`src/rtl/timer_scheduler.sv`:
```
`default_nettype none
// ============================================================================
//  Module   : timer_scheduler
//  Purpose  : Four-channel periodic timer. A shared prescaler produces a base
//             tick; each channel counts ticks up to its period and raises a
//             pending flag on expiry. A round-robin arbiter offers pending
//             expiries one at a time over a valid/ready handshake.
//  Revision : 1.0 - initial release
// ============================================================================
module timer_scheduler #(
    parameter int PRESCALE = 50000,
    parameter int PW       = 16
) (
    input  logic          clk,
    input  logic          rst,
    input  logic          cfg_we,
    input  logic [1:0]    cfg_ch,
    input  logic [PW-1:0] cfg_period,
    input  logic          cfg_en,
    output logic          tick,
    output logic          evt_valid,
    output logic [1:0]    evt_id,
    input  logic          evt_ready,
    output logic [3:0]    pend,
    output logic [3:0]    ovf
);

    localparam int                c_PS_W     = $clog2(PRESCALE);
    localparam logic [c_PS_W-1:0] c_PS_MAX   = c_PS_W'(PRESCALE - 1);
    localparam logic [0:0]        c_ST_IDLE  = 1'b0;
    localparam logic [0:0]        c_ST_OFFER = 1'b1;

    logic [c_PS_W-1:0] r_ps;
    logic [0:0]        r_state;
    logic [1:0]        r_id;
    logic [1:0]        r_last;
    logic [1:0]        w_base;
    logic [1:0]        w_win;
    logic              w_found;
    logic              w_xfer;
    logic              w_take;
    logic [3:0]        w_clr;

    // Base prescaler: free-running 0..PRESCALE-1, tick marks the wrap cycle.
    always_ff @(posedge clk or posedge rst) begin
        if (rst) begin
            r_ps <= '0;
        end else if (r_ps == c_PS_MAX) begin
            r_ps <= '0;
        end else begin
            r_ps <= r_ps + c_PS_W'(1);
        end
    end

    assign tick = (r_ps == c_PS_MAX);

    // Per-channel period counter with pending / overrun flags.
    for (genvar g = 0; g < 4; g++) begin : g_ch
        logic [PW-1:0] r_period;
        logic [PW-1:0] r_cnt;
        logic          r_en;
        logic          r_pend;
        logic          r_ovf;
        logic          w_hit;
        logic          w_run;
        logic          w_exp;

        // A configuration write to this channel overrides any tick activity.
        assign w_hit = cfg_we && (cfg_ch == 2'(g));
        assign w_run = tick && r_en && (r_period != '0);
        assign w_exp = w_run && (r_cnt == r_period - PW'(1)) && !w_hit;

        // Counter and configuration registers.
        always_ff @(posedge clk or posedge rst) begin
            if (rst) begin
                r_period <= '0;
                r_en     <= 1'b0;
                r_cnt    <= '0;
            end else if (w_hit) begin
                r_period <= cfg_period;
                r_en     <= cfg_en;
                r_cnt    <= '0;
            end else if (w_run) begin
                r_cnt <= (r_cnt == r_period - PW'(1)) ? '0 : r_cnt + PW'(1);
            end
        end

        // Pending/overrun: an expiry racing the arbiter's clear wins without
        // counting as an overrun, since the earlier event is being consumed.
        always_ff @(posedge clk or posedge rst) begin
            if (rst) begin
                r_pend <= 1'b0;
                r_ovf  <= 1'b0;
            end else if (w_hit) begin
                r_pend <= 1'b0;
                r_ovf  <= 1'b0;
            end else if (w_exp) begin
                r_pend <= 1'b1;
                if (r_pend && !w_clr[g]) begin
                    r_ovf <= 1'b1;
                end
            end else if (w_clr[g]) begin
                r_pend <= 1'b0;
            end
        end

        assign pend[g] = r_pend;
        assign ovf[g]  = r_ovf;
    end

    assign w_xfer = (r_state == c_ST_OFFER) && evt_ready;
    assign w_take = (pend != 4'b0000) && ((r_state == c_ST_IDLE) || evt_ready);
    assign w_base = w_xfer ? r_id : r_last;

    // Round-robin search starting one past the most recent grant.
    always_comb begin
        logic [1:0] v_cand;
        v_cand  = 2'd0;
        w_win   = 2'd0;
        w_found = 1'b0;
        for (int k = 1; k <= 4; k++) begin
            v_cand = w_base + 2'(k);
            if (!w_found && pend[v_cand]) begin
                w_found = 1'b1;
                w_win   = v_cand;
            end
        end
    end

    assign w_clr = w_take ? (4'b0001 << w_win) : 4'b0000;

    // Arbiter: offer holds until accepted; a transfer chains straight into
    // the next winner so consecutive events leave no idle cycle.
    always_ff @(posedge clk or posedge rst) begin
        if (rst) begin
            r_state <= c_ST_IDLE;
            r_id    <= 2'd0;
            r_last  <= 2'd3;
        end else begin
            if (w_xfer) begin
                r_last <= r_id;
            end
            if (w_take) begin
                r_state <= c_ST_OFFER;
                r_id    <= w_win;
            end else if (w_xfer) begin
                r_state <= c_ST_IDLE;
            end
        end
    end

    assign evt_valid = (r_state == c_ST_OFFER);
    assign evt_id    = r_id;

endmodule
`default_nettype wire

```
`config.mk`:
```
export PLATFORM = sky130hd
export DESIGN_NAME = timer_scheduler
export DESIGN_NICKNAME = d
export VERILOG_FILES = /design/src/rtl/timer_scheduler.sv
export SDC_FILE = /design/constraint.sdc
export NUM_CORES = 1
export LEC_CHECK = 0
export CAP_MARGIN = 10
export CORE_MARGIN = 4
export CORE_UTILIZATION = 55
export DETAILED_ROUTE_END_ITERATION = 12
export DONT_BUFFER_PORTS = 1
export PLACE_DENSITY = 0.73
export SETUP_SLACK_MARGIN = 0.1
export SYNTH_ARGS = -nofsm -noshare
export SYNTH_HDL_FRONTEND = slang
export SYNTH_SLANG_ARGS = --single-unit
```
`constraint.sdc`:
```
create_clock -name clk -period 4.4 [get_ports clk]
set_input_delay 0.44 -clock clk [delete_from_list [all_inputs] [get_ports clk]]
set_output_delay 0.44 -clock clk [all_outputs]
set_load 0.03 [all_outputs]
```
Word level (Yosys, flattened, before mapping)
Index checks and enable logic that the tools add are counted.
{ "word_totals": {"ff_bits": 161, "input_bits": 23, "output_inout_bits": 12, "elab_cells": 174} }
{ "classes": {"n_addsub": 12, "order_cmp": 4, "n_eq_ne": 8, "n_shift": 1, "n_mux": 56, "bitwise_logic": 1, "n_reduce_logical": 68} }
{ "op_table": {"columns": ["operator", "count"], "rows": [
  ["$mux 16", 13],
  ["$add 16x1->16 const B", 5],
  ["$eq 16x16->1", 4],
  ["$reduce_bool 16->1", 4],
  ["$sub 16x1->16 const B", 4],
  ["$mux 1", 33],
  ["$logic_and 1x1->1", 29],
  ["$reduce_bool 2->1", 13],
  ["$eq 16x16->1 const B", 1],
  ["$lt 2x3->1 const B", 4],
  ["$reduce_bool 3->1", 4],
  ["$logic_not 1->1", 11],
  ["$mux 2", 5],
  ["$bmux 1 s2", 4],
  ["$reduce_and 2->1", 4],
  ["$add 2x2->2 const B", 2],
  ["$eq 2x2->1 const B", 2],
  ["$mux 4", 1],
  ["$reduce_bool 4->1", 1],
  ["$shl 1x2->4 const A", 1],
  ["$add 2x1->2 const B", 1],
  ["$eq 2x1->1 const B", 1],
  ["$logic_not 2->1", 1],
  ["$logic_or 1x1->1", 1],
  ["$not 1->1", 1]
]} }

Longest topological paths before layout
{ "logic_depth": {"depth_word": 22, "depth_mapped": 12, "depth_no_buf": 9} }

Least setup slack after synthesis
No wires, ideal clock.
{ "synth_path": {"path_type": "reg2reg", "start": "register g_ch[3].r_period[0]", "end": "register g_ch[3].r_cnt[0]", "setup_time_ns": 0.135, "t_arrival_ns": 2.904, "required_ns": 4.265, "path_slack_ns": 1.361, "path_stages_with_launch": 12, "path_buffers": 2, "period_less_slack_ns": 3.039, "cell_sequence": "dfrtp_1 clkbuf_1 inv_1 ha_1 nor4b_1 nand4_1 xnor2_1 nand4_1 or4b_1 buf_2 o21ai_1 nor2_1"} }
{ "synth_via": {"elab_chain_len": 5, "elab_cells_between_ends": 8, "classes_between": "add/sub (1); eq/ne (1); mux (3); reduce/logical (3)"} }
{ "synth_lines": {"columns": ["element", "line_no", "source"], "rows": [
  ["start: declaration", "59", "logic [PW-1:0] r_period;"],
  ["start signal: assignment", "80", "r_period <= cfg_period;"],
  ["$sub 16x1->16", "84", "r_cnt <= (r_cnt == r_period - PW'(1)) ? '0 : r_cnt + PW'(1);"],
  ["$eq 16x16->1", "84", null],
  ["$mux 16", "84", null],
  ["$mux 16", "83", "end else if (w_run) begin"],
  ["$mux 16", "79", "end else if (w_hit) begin"],
  ["end signal: assignment", "84", null],
  ["end: declaration", "60", "logic [PW-1:0] r_cnt;"]
]} }
Parallel ways exist; a longest one is shown, timed or not. The select of a mux whose other input is x is not followed.
A chain may end at the register's enable or synchronous reset.

Worst setup path after layout
{ "layout_path": {"start": "register g_ch[3].r_period[0]", "end": "register g_ch[3].r_cnt[13]"} }
The elaborated chain is that of the path after synthesis.

==> flow_summary.ini <==
[yosys]
synth_edf_count = 0
synthesis.nets = 1159
netlist_instances = 1127
synth_flop_cell = dfrtp_1
ys_seq_elements = 161
yosys_warnings = 0
synth.avg_cell_area_um2 = 8.712
async_reset_ff_frac = 1.000
synth_cell_types = 75
syn_area_um2 = 9818
ys_seq_area_frac = 0.4106

[critical_path]
reg2reg_depth = 9
arrival_ns = 3.98
required_ns = 4.70
endpoint_kind = flop
critical_path_class = flop to flop
endpoint = g_ch[3].r_cnt[13]$_DFFE_PP0P_
reg2reg_setup_slack_ns = 0.71
worstSetupStartpoint = g_ch[3].r_period[0]$_DFFE_PP0P_
crit_fanout = 19
crit_path_start_kind = flop
r2r_start = g_ch[3].r_period[0]$_DFFE_PP0P_
r2r-end = g_ch[3].r_cnt[13]$_DFFE_PP0P_

[finish]
design_area_um2 = 10540
fin_nets = 1130
fill_cells = 1508
fin_cells = 1336
final_util = 0.6051
final_common_cell = nand2_1
drive_gt1_frac = 0.07741
area_growth_pct = 7.341
layout_common_cells = 203 x nand2_1, 159 x dfrtp_1, 72 x nor2_1
n_antenna_cell = 0

[power]
cellPowerDensity_nw_per_um2 = 378.3
peakVddDrop_v = 0.0003173
leakage_uw = 0.004576

[placed_design]
dpl_cell_area_um2 = 9936
place_ws_ns = 0.7714
gp_congestion = 0.8840
dp_hpwl_um = 16450
placement.io_buffers = 0
placed_cells = 1303

[sta]
rsz0062_at_grt = false
fmax_ghz = 0.2711
relSlewSlack = 0.2458
finClkSkew_ns = 0.01117
finalCriticalPeriod_ns = 3.688
tns_ns = 0
hold_viol = 0
setup_slack_ns = 0.7119
period_share = 0.8382
setup_viol = 0
tightest_slew_ns = 1.121
slew_violations = 0

[die]
num_io_pins = 35
die_height_um = 141.6
fp.dieArea_um2 = 20050
start_util = 0.5637
coreArea_um2 = 17420
rows = 48
die_w_um = 141.6

[clocking]
clock_sinks = 161
clk_pin_slew_ns = 0.06
numCtsBuffers = 17
cts_buffer_depth = 2
clk_latency_ns = 0.43
cts_resized = 0
post-cts-setup-buffer-count = 0
cts-htree-levels = 4
cts_tree = built
cts_root_buf = clkbuf_16
ctsHoldBuffers = 0

[drt]
drt_iter0_drc = 721
drtPass1Iterations = 6
post_drt_wl_per_cell_um = 17.62
vias = 8159
via_per_inst = 6.107
ant_nets = 0
drcViolationCount = 0
postRouteWirelength_um = 23550

[status]
outcome = complete, no violations

[global_route]
overflow = 0
antenna_found_initial = 0
grt_usage = 0.2409
grt_pass1_wl_um = 39210
grt_pass1_vias = 7697
grt_max_degree = 71

[job]
cap_violations = 0

[hold_path]
hold_class = input port to async pin
==> logic make-up (layout without fill, tap and decap cells) <==
group,Yosys count,in the layout,synth area share
buffers and inverters,89,73,0.03861
adder cells (fa/ha/maj),9,9,0.01147
flip-flops,161,161,0.4106
multiplexers,23,23,0.02574
AO/OA/AOI/OAI,180,180,0.1265
AND/OR/NAND/NOR,548,548,0.2827
XOR/XNOR,117,117,0.1044
==> area by class of cell <==
class                   count  area [um^2]  area share
repair buffers             12        100.1    0.009498
flip-flops and latches    161         4031      0.3825
inverters                  29        112.6     0.01068
clock buffers              22        464.2     0.04405
clock inverters            10        133.9     0.01270
well taps                 225        281.5     0.02671
multi-input cells         877         5415      0.5138
==> worst max-delay path, cell delays in order (launching register included) <==
cell     delay (ns)
dfrtp_1        0.50
inv_1          0.10
ha_1           0.28
nor4b_1        0.74
nand4_1        0.21
xnor2_1        0.18
nand4_1        0.08
or4b_1         0.85
o21ai_1        0.51
nor2_1         0.10
==> sequential cells by signal (all words and copies together), names as in the netlist <==
| register | count |
|---|---|
| g_ch.r_en | 4 |
| r_last | 2 |
| g_ch.r_ovf | 4 |
| evt_valid | 1 |
| g_ch.r_cnt | 64 |
| evt_id | 2 |
| g_ch.r_period | 64 |
| r_ps | 16 |
| g_ch.r_pend | 4 |
==> worst min-delay path by stage <==
| stage | from | to | slack [ns] | cells past startpoint |
|---|---|---|---|---|
| after floorplan | r_ps[0]$_DFF_PP0_ | r_ps[0]$_DFF_PP0_ | 0.43 | 1 |
| after CTS | rst | g_ch[2].r_cnt[3]$_DFFE_PP0P_ | 0.08 | 1 |
| after global placement | r_ps[0]$_DFF_PP0_ | r_ps[0]$_DFF_PP0_ | 0.45 | 1 |
| final | rst | g_ch[2].r_cnt[3]$_DFFE_PP0P_ | 0.05 | 1 |
| after detailed placement | r_ps[0]$_DFF_PP0_ | r_ps[0]$_DFF_PP0_ | 0.46 | 1 |
| after global routing | cfg_period[14] | g_ch[2].r_period[14]$_DFFE_PP0P_ | 0.1 | 2 |
==> power breakdown <==
part	internal, uW	switching, uW	total, uW
sequential	1610	206	1820
combinational	289	361	651
clock	919	601	1520
total	2820	1170	3990
==> Yosys cell counts, types with 4 or more instances <==
master | number | area share
or4_1 | 9 | 0.0069
inv_1 | 29 | 0.011
a32o_1 | 4 | 0.0041
o221ai_1 | 8 | 0.0071
nand3_1 | 50 | 0.025
mux2i_1 | 5 | 0.0051
or3b_2 | 4 | 0.0036
or2_2 | 8 | 0.0051
xor2_1 | 50 | 0.045
o31ai_1 | 10 | 0.0076
nand2_1 | 203 | 0.078
ha_1 | 9 | 0.011
mux2_2 | 18 | 0.021
nor2b_1 | 15 | 0.0096
nor4_1 | 18 | 0.011
nor2_1 | 73 | 0.028
a21oi_1 | 14 | 0.0071
nand4b_1 | 4 | 0.0036
o21ai_0 | 36 | 0.018
nor3_1 | 31 | 0.016
nand2b_1 | 14 | 0.0089
a211o_1 | 5 | 0.0045
buf_2 | 6 | 0.0031
or3_1 | 15 | 0.0096
and3_1 | 27 | 0.017
a211oi_1 | 15 | 0.011
buf_4 | 8 | 0.0061
o21ai_1 | 5 | 0.0025
clkbuf_1 | 43 | 0.016
o211ai_1 | 6 | 0.0046
nor3b_1 | 11 | 0.0084
dfrtp_1 | 159 | 0.41
and2_1 | 11 | 0.0070
nand3b_1 | 7 | 0.0054
a21o_1 | 9 | 0.0069
xnor2_1 | 67 | 0.060
a31oi_1 | 36 | 0.023
nand4_1 | 27 | 0.017
==> stage by stage <==
| stage | power (uW) | hold slack [ns] |
|---|---|---|
| after floorplan | 2331 | 0.4251 |
| after global placement | 2456 | 0.4485 |
| after detailed placement | 2481 | 0.4559 |
| after CTS | 4001 | 0.08488 |
| after global routing | 4175 | 0.09587 |
| final | 3986 | 0.05335 |
==> layer usage <==
| metal | global-route usage | up-vias | share of wire |
|---|---|---|---|
| li1 | - | 3938 | - |
| met1 | 0.3285 | 3952 | 0.45 |
| met2 | 0.3837 | 232 | 0.47 |
| met3 | 0.06606 | 37 | 0.060 |
| met4 | 0.06010 | 0 | 0.019 |
| met5 | 0 | - | 0 |
Note: power is estimated with default switching activity, not from simulation.
